### src/rtl/pipe_pkg.sv
// pipe_pkg: shared types and constants for the pipeline hazard controller and pipeline gates.
package pipe_pkg;
    localparam int REG_IDX_W = 5;
    localparam logic [31:0] NOP_INST = 32'h00000013;
    typedef enum logic {ST_RUN, ST_MEM_WAIT} hz_state_e;
endpackage

### src/rtl/mem_wait_timer.sv
// mem_wait_timer: counts cycles of a frozen memory access and flags the final permitted cycle.
module mem_wait_timer #(
    parameter int MEM_TIMEOUT = 16
) (
    input  logic clk,
    input  logic rst_n,
    input  logic start,
    input  logic hold,
    output logic expired
);
    localparam int CW = (MEM_TIMEOUT > 2) ? $clog2(MEM_TIMEOUT) : 1;
    logic [CW-1:0] wait_cnt;
    always_ff @(posedge clk)
        wait_cnt <= !rst_n ? '0 : start ? CW'(1) : hold ? wait_cnt + 1'b1 : '0;
    assign expired = wait_cnt == CW'(MEM_TIMEOUT - 1);
endmodule

### src/rtl/pipe_hazard_ctrl.sv
// pipe_hazard_ctrl: stall/flush controller for load-use, branch redirect and memory-wait hazards.
// Define PIPE_HAZARD_PERF_EN to add saturating stall/flush/timeout counters.
module pipe_hazard_ctrl
    import pipe_pkg::*;
#(
    parameter int MEM_TIMEOUT = 16
`ifdef PIPE_HAZARD_PERF_EN
    , parameter int CNT_W = 16
`endif
) (
    input  logic                 clk,
    input  logic                 rst_n,
    input  logic [REG_IDX_W-1:0] id_rs1,
    input  logic [REG_IDX_W-1:0] id_rs2,
    input  logic                 id_uses_rs2,
    input  logic [REG_IDX_W-1:0] ex_rd,
    input  logic                 ex_is_load,
    input  logic                 ex_br_taken,
    input  logic                 mem_req,
    input  logic                 mem_ready,
    output logic                 pc_en,
    output logic                 if_id_en,
    output logic                 if_id_flush,
    output logic                 id_ex_en,
    output logic                 id_ex_flush,
    output logic                 ex_mem_en,
    output logic                 mem_wb_bubble,
    output logic                 mem_err
`ifdef PIPE_HAZARD_PERF_EN
    ,
    output logic [CNT_W-1:0]     stall_cnt,
    output logic [CNT_W-1:0]     flush_cnt,
    output logic [CNT_W-1:0]     timeout_cnt
`endif
);
    hz_state_e state, state_nxt;
    logic in_wait, start, hold, expired, timeout, frozen, hazard, br, lu;

    mem_wait_timer #(.MEM_TIMEOUT(MEM_TIMEOUT)) u_timer (
        .clk    (clk),
        .rst_n  (rst_n),
        .start  (start),
        .hold   (hold),
        .expired(expired)
    );

    always_ff @(posedge clk)
        state <= !rst_n ? ST_RUN : state_nxt;

    // A taken branch seen while frozen simply waits: br/lu are only honoured once unfrozen.
    always_comb begin
        in_wait       = state == ST_MEM_WAIT;
        hazard        = ex_is_load && ex_rd != '0 &&
                        (ex_rd == id_rs1 || (id_uses_rs2 && ex_rd == id_rs2));
        start         = !in_wait && mem_req && !mem_ready;
        hold          = in_wait && !mem_ready && !expired;
        timeout       = in_wait && !mem_ready && expired;
        frozen        = start || hold;
        br            = !frozen && ex_br_taken;
        lu            = !frozen && !ex_br_taken && hazard;
        state_nxt     = frozen ? ST_MEM_WAIT : ST_RUN;
        pc_en         = rst_n && !frozen && !lu;
        if_id_en      = rst_n && !frozen && !lu;
        if_id_flush   = !rst_n || br;
        id_ex_en      = rst_n && !frozen;
        id_ex_flush   = !rst_n || br || lu;
        ex_mem_en     = rst_n && !frozen;
        mem_wb_bubble = !rst_n || frozen || timeout;
        mem_err       = rst_n && timeout;
    end

`ifdef PIPE_HAZARD_PERF_EN
    always_ff @(posedge clk) begin
        stall_cnt   <= !rst_n ? '0 : (!pc_en && stall_cnt != '1) ? stall_cnt + 1'b1 : stall_cnt;
        flush_cnt   <= !rst_n ? '0 : (br && flush_cnt != '1) ? flush_cnt + 1'b1 : flush_cnt;
        timeout_cnt <= !rst_n ? '0 : (mem_err && timeout_cnt != '1) ? timeout_cnt + 1'b1 : timeout_cnt;
    end
`endif
endmodule

### config.mk
export PLATFORM = sky130hd
export DESIGN_NAME = pipe_hazard_ctrl
export DESIGN_NICKNAME = d
export VERILOG_FILES = /design/src/rtl/pipe_pkg.sv /design/src/rtl/mem_wait_timer.sv /design/src/rtl/pipe_hazard_ctrl.sv
export SDC_FILE = /design/constraint.sdc
export NUM_CORES = 1
export LEC_CHECK = 0
export ABC_CLOCK_PERIOD_IN_PS = 4250
export BUFFER_PORTS_ARGS = -buffer_cell sky130_fd_sc_hd__buf_4
export CAP_MARGIN = 20
export CORE_AREA = 4 4 41 43
export DETAILED_ROUTE_END_ITERATION = 12
export DIE_AREA = 0 0 45 47
export SYNTH_ARGS = -nofsm -noshare
export SYNTH_HDL_FRONTEND = slang
export SYNTH_SLANG_ARGS = --single-unit
### constraint.sdc
create_clock -name clk -period 4.25 [get_ports clk]
set_input_delay 1.0625 -clock clk [delete_from_list [all_inputs] [get_ports clk]]
set_output_delay 1.0625 -clock clk [all_outputs]
set_load 0.005 [all_outputs]
=== Yosys cells after proc, flatten, opt, wreduce, memory -nomap -nowiden ===
Cells that the tools add are included.

* Register bits: 5
* Bits of input ports: 22
* Output and inout bits: 8
* Logic and storage cells: 41

* $add $sub $neg: 1
* Equality and inequality tests: 3
* Multiplexer cells: 3
* Bitwise gates (word level): 2
* Reduce and logical (&&, ||, !) cells: 29

{| class="wikitable"
|+ Operators with widths
! cell !! number
|-
| logical AND 1 bit || 14
|-
| equality test 5 bit || 2
|-
| logical NOT 1 bit || 7
|-
| logical OR 1 bit || 6
|-
| nonzero test 5 bit || 1
|-
| adder 4 x 1 -> 4 bit, second input constant || 1
|-
| equality test 4 bit, second input constant || 1
|-
| two-way mux 1 bit || 3
|-
| OR reduction 3 bit || 1
|-
| NOT 1 bit || 2
|}

=== Depth between registers and ports, before layout ===
Gate-level depths: netlist (run 1).

* Word-level depth: 9
* Mapped depth: 6

=== Modules after synthesis ===
Synthesis (run 1) repeated with hierarchy kept, for this count alone.

* Cell total of the unflattened synthesis: 48
* Area, all modules: 446.7 µm²

{| class="wikitable"
|+ By module, submodules not included
! module !! instances !! cells each !! area an instance (µm²) !! seq. area each (µm²)
|-
| pipe_hazard_ctrl || 1 || 33 || 269.0 || 20.0
|-
| mem_wait_timer || 1 || 15 || 177.7 || 80.1
|}

=== Least setup slack after synthesis (run 1) ===
OpenSTA, ideal clock, no wires.

* Kind: input to output
* Start: input ex_rd[3]
* End: output pc_en
* Arrival: 2040 ps
* Data required time: 3188 ps
* Path slack: 1148 ps
* Stages on the path: 5
* Path through: xor2_1 > nor4_2 > a32oi_1 > o31a_1 > buf_4

* Longest elaborated chain between the ends: 7
* Elaborated cells between the ends (all ways): 10

{| class="wikitable"
|+ Ends and longest elaborated chain
! item !! line !! RTL
|-
| start, declared || pipe_hazard_ctrl.sv:16 || <nowiki>input logic [REG_IDX_W-1:0] ex_rd,</nowiki>
|-
| equality test 5 bit || pipe_hazard_ctrl.sv:54 || <nowiki>(ex_rd == id_rs1 || (id_uses_rs2 && ex_rd == id_rs2));</nowiki>
|-
| logical AND 1 bit || pipe_hazard_ctrl.sv:54 ||
|-
| logical OR 1 bit || pipe_hazard_ctrl.sv:54 ||
|-
| logical AND 1 bit (*) || pipe_hazard_ctrl.sv:53 || <nowiki>hazard = ex_is_load && ex_rd != '0 &&</nowiki>
|-
| logical AND 1 bit (*) || pipe_hazard_ctrl.sv:60 || <nowiki>lu = !frozen && !ex_br_taken && hazard;</nowiki>
|-
| logical NOT 1 bit (*) || -- ||
|-
| logical AND 1 bit (*) || -- ||
|-
| end, declared || pipe_hazard_ctrl.sv:21 || <nowiki>output logic pc_en,</nowiki>
|}

Every way passes the cells marked *; elsewhere a longest branch is shown, timed or not.

=== Worst setup path after layout (run 1) ===
* Start: input ex_rd[3]
* End: output pc_en

* Longest elaborated chain between the ends: 7
* Elaborated cells between the ends (all ways): 10

{| class="wikitable"
|+ Ends and longest elaborated chain
! item !! line !! RTL
|-
| equality test 5 bit || pipe_hazard_ctrl.sv:54 ||
|-
| logical AND 1 bit || pipe_hazard_ctrl.sv:54 ||
|-
| logical OR 1 bit || pipe_hazard_ctrl.sv:54 ||
|-
| logical AND 1 bit (*) || pipe_hazard_ctrl.sv:53 ||
|-
| logical AND 1 bit (*) || pipe_hazard_ctrl.sv:60 ||
|-
| logical NOT 1 bit (*) || pipe_hazard_ctrl.sv:62 || <nowiki>pc_en = rst_n && !frozen && !lu;</nowiki>
|-
| logical AND 1 bit (*) || pipe_hazard_ctrl.sv:62 ||
|}

Marked as above.

==> key figures, run 1 <==
Synthesis
  • Leading post-synthesis cells by cell area: dfxtp_1 25%, xor2_1 22%, nor2_1 6.5%
  • Post-synth EDFFs: 0
  • Syn Inst Count: between 40 and 50
  • Syn avg cell area: 8.27 sq um
  • Top-area cell type share of the netlist area: 0.247
  • Main flop type after synthesis: dfxtp_1
  • Post-Syn Area: between 400 and 500 sq um
  • Post-Syn Nets: 72
  • Largest area contributor in the netlist: dfxtp_1
  • Post-synthesis sequential area ratio: 0.247
  • Asr flop ratio synth: 0
  • Synth warn: 0
  • Yosys cell types: 23
  • Register bit total from synthesis: 5

Detailed routing
  • Wirelength per Cell: 9.42 um
  • 1st-iter DRT viols: 2
  • Via count: 435
  • Final WL: around 900 um
  • DRC violations left: 0
  • Via density: 4.58
  • Antenna Nets Post-Route: 0
  • DR pass1 iterations: 3

Min path
  • Hold/Removal Path Class: reg -> reg
  • Hold Crit Endpoint: u_timer.wait_cnt[3]$_SDFF_PP0_
  • Hold path startpoint: u_timer.wait_cnt[3]$_SDFF_PP0_
  • Hold depth: 2

Setup path
  • Worst r2r src: u_timer.wait_cnt[0]$_SDFF_PN0_
  • Worst Path Required: between 3 and 4 ns
  • Internal reg-to-reg setup slack: 3.14 ns
  • Cell mode on critical path: buf_4
  • Worst setup SP type: primary input
  • WS Path Type: in -> out
  • Reg2reg path depth: 4
  • CP cell instances: buf_4 > xor2_1 > nor4_2 > a32oi_1 > o31a_1 > buf_4
  • R2R Path End: u_timer.wait_cnt[2]$_SDFF_PP0_
  • CP max FO: 3
  • CP max stage delay: 0.31 ns
  • Arr. time, crit path: 2.20 ns
  • Crit-path slowest cell: o31a_1
  • Critical Path Source: ex_rd[3]
  • Crit. End Element: output pin

Placement
  • Placer Congestion: approximately 0.7
  • Count of buffers from port buffering: 29
  • HPWL Detailed: 814 um
  • Post-Place Cell Area: 627 sq um

Clock tree
  • Depth of the CTS H-tree: 1
  • TritonCTS Sinks: 5
  • Setup Fix Bufs, Post-CTS: 0
  • Worst-Skew Late Latency: 0.25 ns
  • Max clock buf depth: 2
  • TritonCTS buffer count: 3
  • Root buffer cell: clkbuf_4
  • Post-CTS sizing: 0
  • Clock Pin Slew Worst Setup and Hold Paths: 0.04 ns
  • Hold-fix buffer count after cts: 0
  • CTS tree: yes

STA
  • Worst Skew: 0.00419 ns
  • RSZ-0062 raised after global routing: no
  • Final setup violation count: 0
  • Worst slew margin: 0.845
  • Fin crit period: 3.26 ns
  • Max Slew Vio Count: 0
  • Final period util: 0.767
  • Upper clock frequency limit: 307 MHz
  • Final hold vios: 0
  • Worst Tran Pin Value: 0.233 ns
  • Setup TNS: 0 ns

GRT
  • Overflow left after global routing: 0
  • First-pass GRT wire length: 1.48 mm
  • Total GRT Usage: 0.0948
  • Pin count of the biggest net entering global routing: 6
  • Initial antenna violation count: 0
  • Vias in the first global route: approximately 420

Floorplanning
  • Die height: 47 um
  • Placement Rows: 13
  • Die width: about 45 um
  • Core area: approximately 1300 sq um
  • Initial cell density of the core: 0.312
  • Die ar.: 2120 sq um
  • IO Pins: 30

Final layout
  • Post-layout nets: 104
  • # diodes: 0
  • P&R area growth vs syn: 61.4%
  • Layout cells sized above 1: 0.438
  • Final Cell Area: 654 sq um
  • Fill cell count: 128

Power and ir drop
  • Pwr dens: 226 nW/um^2
  • P_leak: 0.319 nW
  • VDD IR max: 0.108 mV

Outcome
  • Status: finished, final reports clean

Flow run
  • Max cap viols: 0
## synth_stat cells (all sizes together), types with 2 or more instances
cell type / instances
inv: 2
nand2: 3
nor3: 2
dfxtp: 5
xor2: 10
xnor2: 2
nor2: 7
buf: 2
and3: 2
## layout by cell type, fill, tap and decap left out, types with 2 or more instances in the layout
master     n
clkbuf_4   3
nor3_1     2
nand2_1    3
inv_1      2
xor2_1    10
buf_4     29
dfxtp_1    5
xnor2_1    2
and3_1     2
nor2_1     7
## power breakdown
group          switching, mW  total, mW  internal, mW
Clock                 0.0216     0.0557        0.0342
Combinational         0.0166     0.0434        0.0267
Sequential          0.000924     0.0489        0.0480
Total                 0.0391      0.148         0.109
## flip-flops by register name (all words and copies together) (netlist names)
name,flops
u_timer.wait_cnt,4
in_wait,1
## how the worst max path moves through the flow
stage	end	slack (ns)
after floorplan	pc_en	1.15
after global placement	if_id_en	0.97
after detailed placement	if_id_en	0.97
after CTS	if_id_en	0.97
after global routing	pc_en	0.90
final	pc_en	0.99
## per-stage QoR
step / util / setup WS [ns] / power (mW) / instances / hold WS, ns
after global routing: 0.503 / 0.897 / 0.159 / 95 / 0.561
after global placement: 0.482 / 0.969 / 0.0938 / 91 / 0.491
after detailed placement: 0.482 / 0.973 / 0.0939 / 91 / 0.503
after CTS: 0.503 / 0.973 / 0.152 / 95 / 0.513
after floorplan: - / 1.15 / 0.0683 / 49 / 0.472
final: 0.503 / 0.990 / 0.148 / 95 / 0.509
## worst max-delay path: cells and delay by family
kind	cells	cell delay, ns
AO/OA/AOI/OAI	2	0.47
XOR/XNOR	1	0.16
buffers and inverters	2	0.26
AND/OR/NAND/NOR	1	0.25
## cell families after synthesis
| kind of cell | after synthesis | share of synthesized area |
|---|---|---|
| fa+ha+maj | 1 | 0.0309 |
| compound gates | 6 | 0.120 |
| simple gates | 20 | 0.262 |
| mux | 1 | 0.0247 |
| flops | 5 | 0.247 |
| buf+inv | 4 | 0.0556 |
| xor+xnor | 12 | 0.259 |
## layout make-up
class,instances,area (sq um),share of cell area
tap,15,18.8,0.0287
sequential,5,100,0.153
multi-input combinational,40,283,0.432
clock buffer,3,22.5,0.0344
inverter,2,7.51,0.0115
timing repair buffer,29,218,0.333
clock inverter,1,5.00,0.00765
## layer usage
| layer | vias to the layer above | GRT usage | part of all wire |
|---|---|---|---|
| met3 | 2 | 0.0613 | 0.15 |
| met2 | 24 | 0.181 | 0.46 |
| met4 | 0 | 0.0175 | 0.0067 |
| li1 | 231 | - | - |
| met1 | 178 | 0.0841 | 0.38 |
| met5 | - | 0 | 0 |
(Power assumes the default switching activity.)
==> inputs of run 2 (changes only) <==
Settings changed: ABC_CLOCK_PERIOD_IN_PS 4250 to 3000.
Clock period 4.25 ns to 3 ns, I/O delays scaled along.
==> run 2 against run 1 <==
Sequential power is 42% higher. Clock skew is 0.0011 ns lower. Sequential cell count stayed put. Non-clock buffer count stayed put. Worst setup slack worse by 0.62 ns. Final cell count stayed put. Highest routed layer unchanged. Largest cell class unchanged.
==> key figures, run 2 (synthesis gave the netlist of run 1 again) <==
Clock tree
  • Worst-Skew Late Latency: 0.25 ns (about the same)
  • TritonCTS Sinks: 5 (unchanged)
  • TritonCTS buffer count: 3 (unchanged)
  • CTS tree: yes
  • Hold-fix buffer count after cts: 0 (unchanged)
  • Clock Pin Slew Worst Setup and Hold Paths: 0.04 ns (about the same)
  • Max clock buf depth: 2 (unchanged)
  • Setup Fix Bufs, Post-CTS: 0 (unchanged)
  • Post-CTS sizing: 0 (unchanged)
  • Root buffer cell: clkbuf_4
  • Depth of the CTS H-tree: 1 (unchanged)

GRT
  • Vias in the first global route: 422 (+0.96%)
  • First-pass GRT wire length: 1.51 mm (+2.4%)
  • Total GRT Usage: 0.0972 (+0.00237)
  • Pin count of the biggest net entering global routing: 6 (unchanged)
  • Initial antenna violation count: 0 (unchanged)
  • Overflow left after global routing: 0 (unchanged)

STA
  • Worst slew margin: 0.846 (+0.00101)
  • Fin crit period: between 2 and 3 ns
  • PnR worst setup slack: 0.366 ns (-0.623 ns)
  • Final setup violation count: 0 (unchanged)
  • Worst Tran Pin Value: 0.231 ns (-0.00151 ns)
  • Upper clock frequency limit: 380 MHz
  • Final period util: 0.878
  • Setup TNS: 0 ns (unchanged)
  • Worst hold slack: 0.509 ns (+0.0000260 ns)
  • Worst Skew: 0.00308 ns (-0.00111 ns)
  • Max Slew Vio Count: 0 (unchanged)
  • Final hold vios: 0 (unchanged)
  • RSZ-0062 raised after global routing: no

Placement
  • Place WS: 0.349 ns (-0.623 ns)
  • HPWL Detailed: 840 um (+3.1%)
  • Post-Place Cell Area: 627 sq um (unchanged)
  • Count of buffers from port buffering: 29 (unchanged)
  • Placed insts: 91 (unchanged)
  • Placer Congestion: 0.712 (unchanged)

Floorplanning
  • Die ar.: 2120 sq um (unchanged)
  • Die width: 45 um (unchanged)
  • Initial cell density of the core: 0.312 (unchanged)
  • Die height: 47 um (unchanged)
  • IO Pins: 30 (unchanged)
  • Core area: 1300 sq um (unchanged)
  • Placement Rows: 13 (unchanged)

Setup path
  • Crit path buf inv count: 2 (unchanged)
  • Arr. time, crit path: 1.88 ns (-0.32 ns)
  • R2R Path End: u_timer.wait_cnt[2]$_SDFF_PP0_
  • Delay-heaviest family, CP: compound AO/OA/AOI/OAI gates
  • Worst setup SP type: primary input
  • Internal reg-to-reg setup slack: 1.89 ns (-1.25 ns)
  • Cell mode on critical path: buf_4
  • WS Path Type: in -> out
  • Crit. End Element: output pin
  • Crit-path slowest cell: o31a_1
  • CP cell instances: buf_4 > xor2_1 > nor4_2 > a32oi_1 > o31a_1 > buf_4
  • Reg2reg path depth: 4 (unchanged)
  • Worst r2r src: u_timer.wait_cnt[0]$_SDFF_PN0_
  • CP max FO: 3 (unchanged)
  • CP max stage delay: 0.31 ns (about the same)
  • Worst Path Required: 2.25 ns (-0.94 ns)

Detailed routing
  • Via density: 4.58 (unchanged)
  • Final WL: 919 um (+2.7%)
  • 1st-iter DRT viols: 2 (unchanged)
  • DR pass1 iterations: 3 (unchanged)
  • Antenna Nets Post-Route: 0 (unchanged)
  • DRC violations left: 0 (unchanged)
  • Via count: 435 (unchanged)
  • Wirelength per Cell: 9.67 um (+2.7%)

Final layout
  • Layout cells sized above 1: 0.438 (unchanged)
  • Final Cell Area: 654 sq um (unchanged)
  • Utilization after layout: 0.503 (unchanged)
  • P&R area growth vs syn: 61.4% (unchanged)
  • Top reg by flops: u_timer.wait_cnt
  • Commonest non-fill, non-tap cell in the layout: buf_4
  • # diodes: 0 (unchanged)
  • Max reg flops: 4 (unchanged)
  • Post-layout nets: 104 (unchanged)
  • Non-Filler Instances: 95 (unchanged)
  • Most frequent cells in the layout: 29 x buf_4, 10 x xor2_1, 7 x nor2_1, 5 x dfxtp_1

Outcome
  • Status: finished, final reports clean

Power and ir drop
  • VDD IR max: 0.172 mV (+60%)
  • P_leak: 0.319 nW (unchanged)
  • Pwr dens: 321 nW/um^2 (+42%)
  • Overall power: 0.210 mW (+42%)

Min path
  • Hold/Removal Path Class: reg -> reg
  • Hold Crit Endpoint: u_timer.wait_cnt[3]$_SDFF_PP0_
  • Hold depth: 2 (unchanged)
  • Hold path startpoint: u_timer.wait_cnt[3]$_SDFF_PP0_

Flow run
  • Max cap viols: 0 (unchanged)
-- run 2: area by class of cell --
cell class,count,area [sq um]
timing repair buffer,29,218
sequential,5,100
multi-input combinational,40,283
clock inverter,1,5.00
fill,141,647
clock buffer,3,22.5
tap,15,18.8
inverter,2,7.51
-- run 2: how the worst max path moves through the flow --
| stage | endpoint | cells past startpoint | from | slack, ns |
|---|---|---|---|---|
| floorplan | pc_en | 5 | ex_rd[3] | 0.52 |
| global placement | if_id_en | 6 | ex_rd[3] | 0.34 |
| detailed placement | if_id_en | 6 | ex_rd[3] | 0.35 |
| CTS | if_id_en | 6 | ex_rd[3] | 0.35 |
| global route | pc_en | 6 | ex_rd[3] | 0.22 |
| finish | pc_en | 6 | ex_rd[3] | 0.37 |
-- run 2: worst register-to-register path, cell delays in order, from the launching register on --
cell and delay [ns]:
dfxtp_1 0.32, ha_1 0.21, and3_1 0.18, nand3b_1 0.22, nor2_1 0.12
-- run 2: metal layers --
metal	part of all wire	GRT usage	up-vias
met4	0.0054	0.0175	0
met2	0.48	0.195	24
met5	0	0	-
met3	0.16	0.0575	2
li1	-	-	229
met1	0.35	0.0818	180
-- run 2: power breakdown --
group,switching (mW),internal [mW],total [mW]
registers,0.00132,0.0680,0.0693
clock network,0.0304,0.0484,0.0787
logic,0.0239,0.0379,0.0618
total,0.0556,0.154,0.210
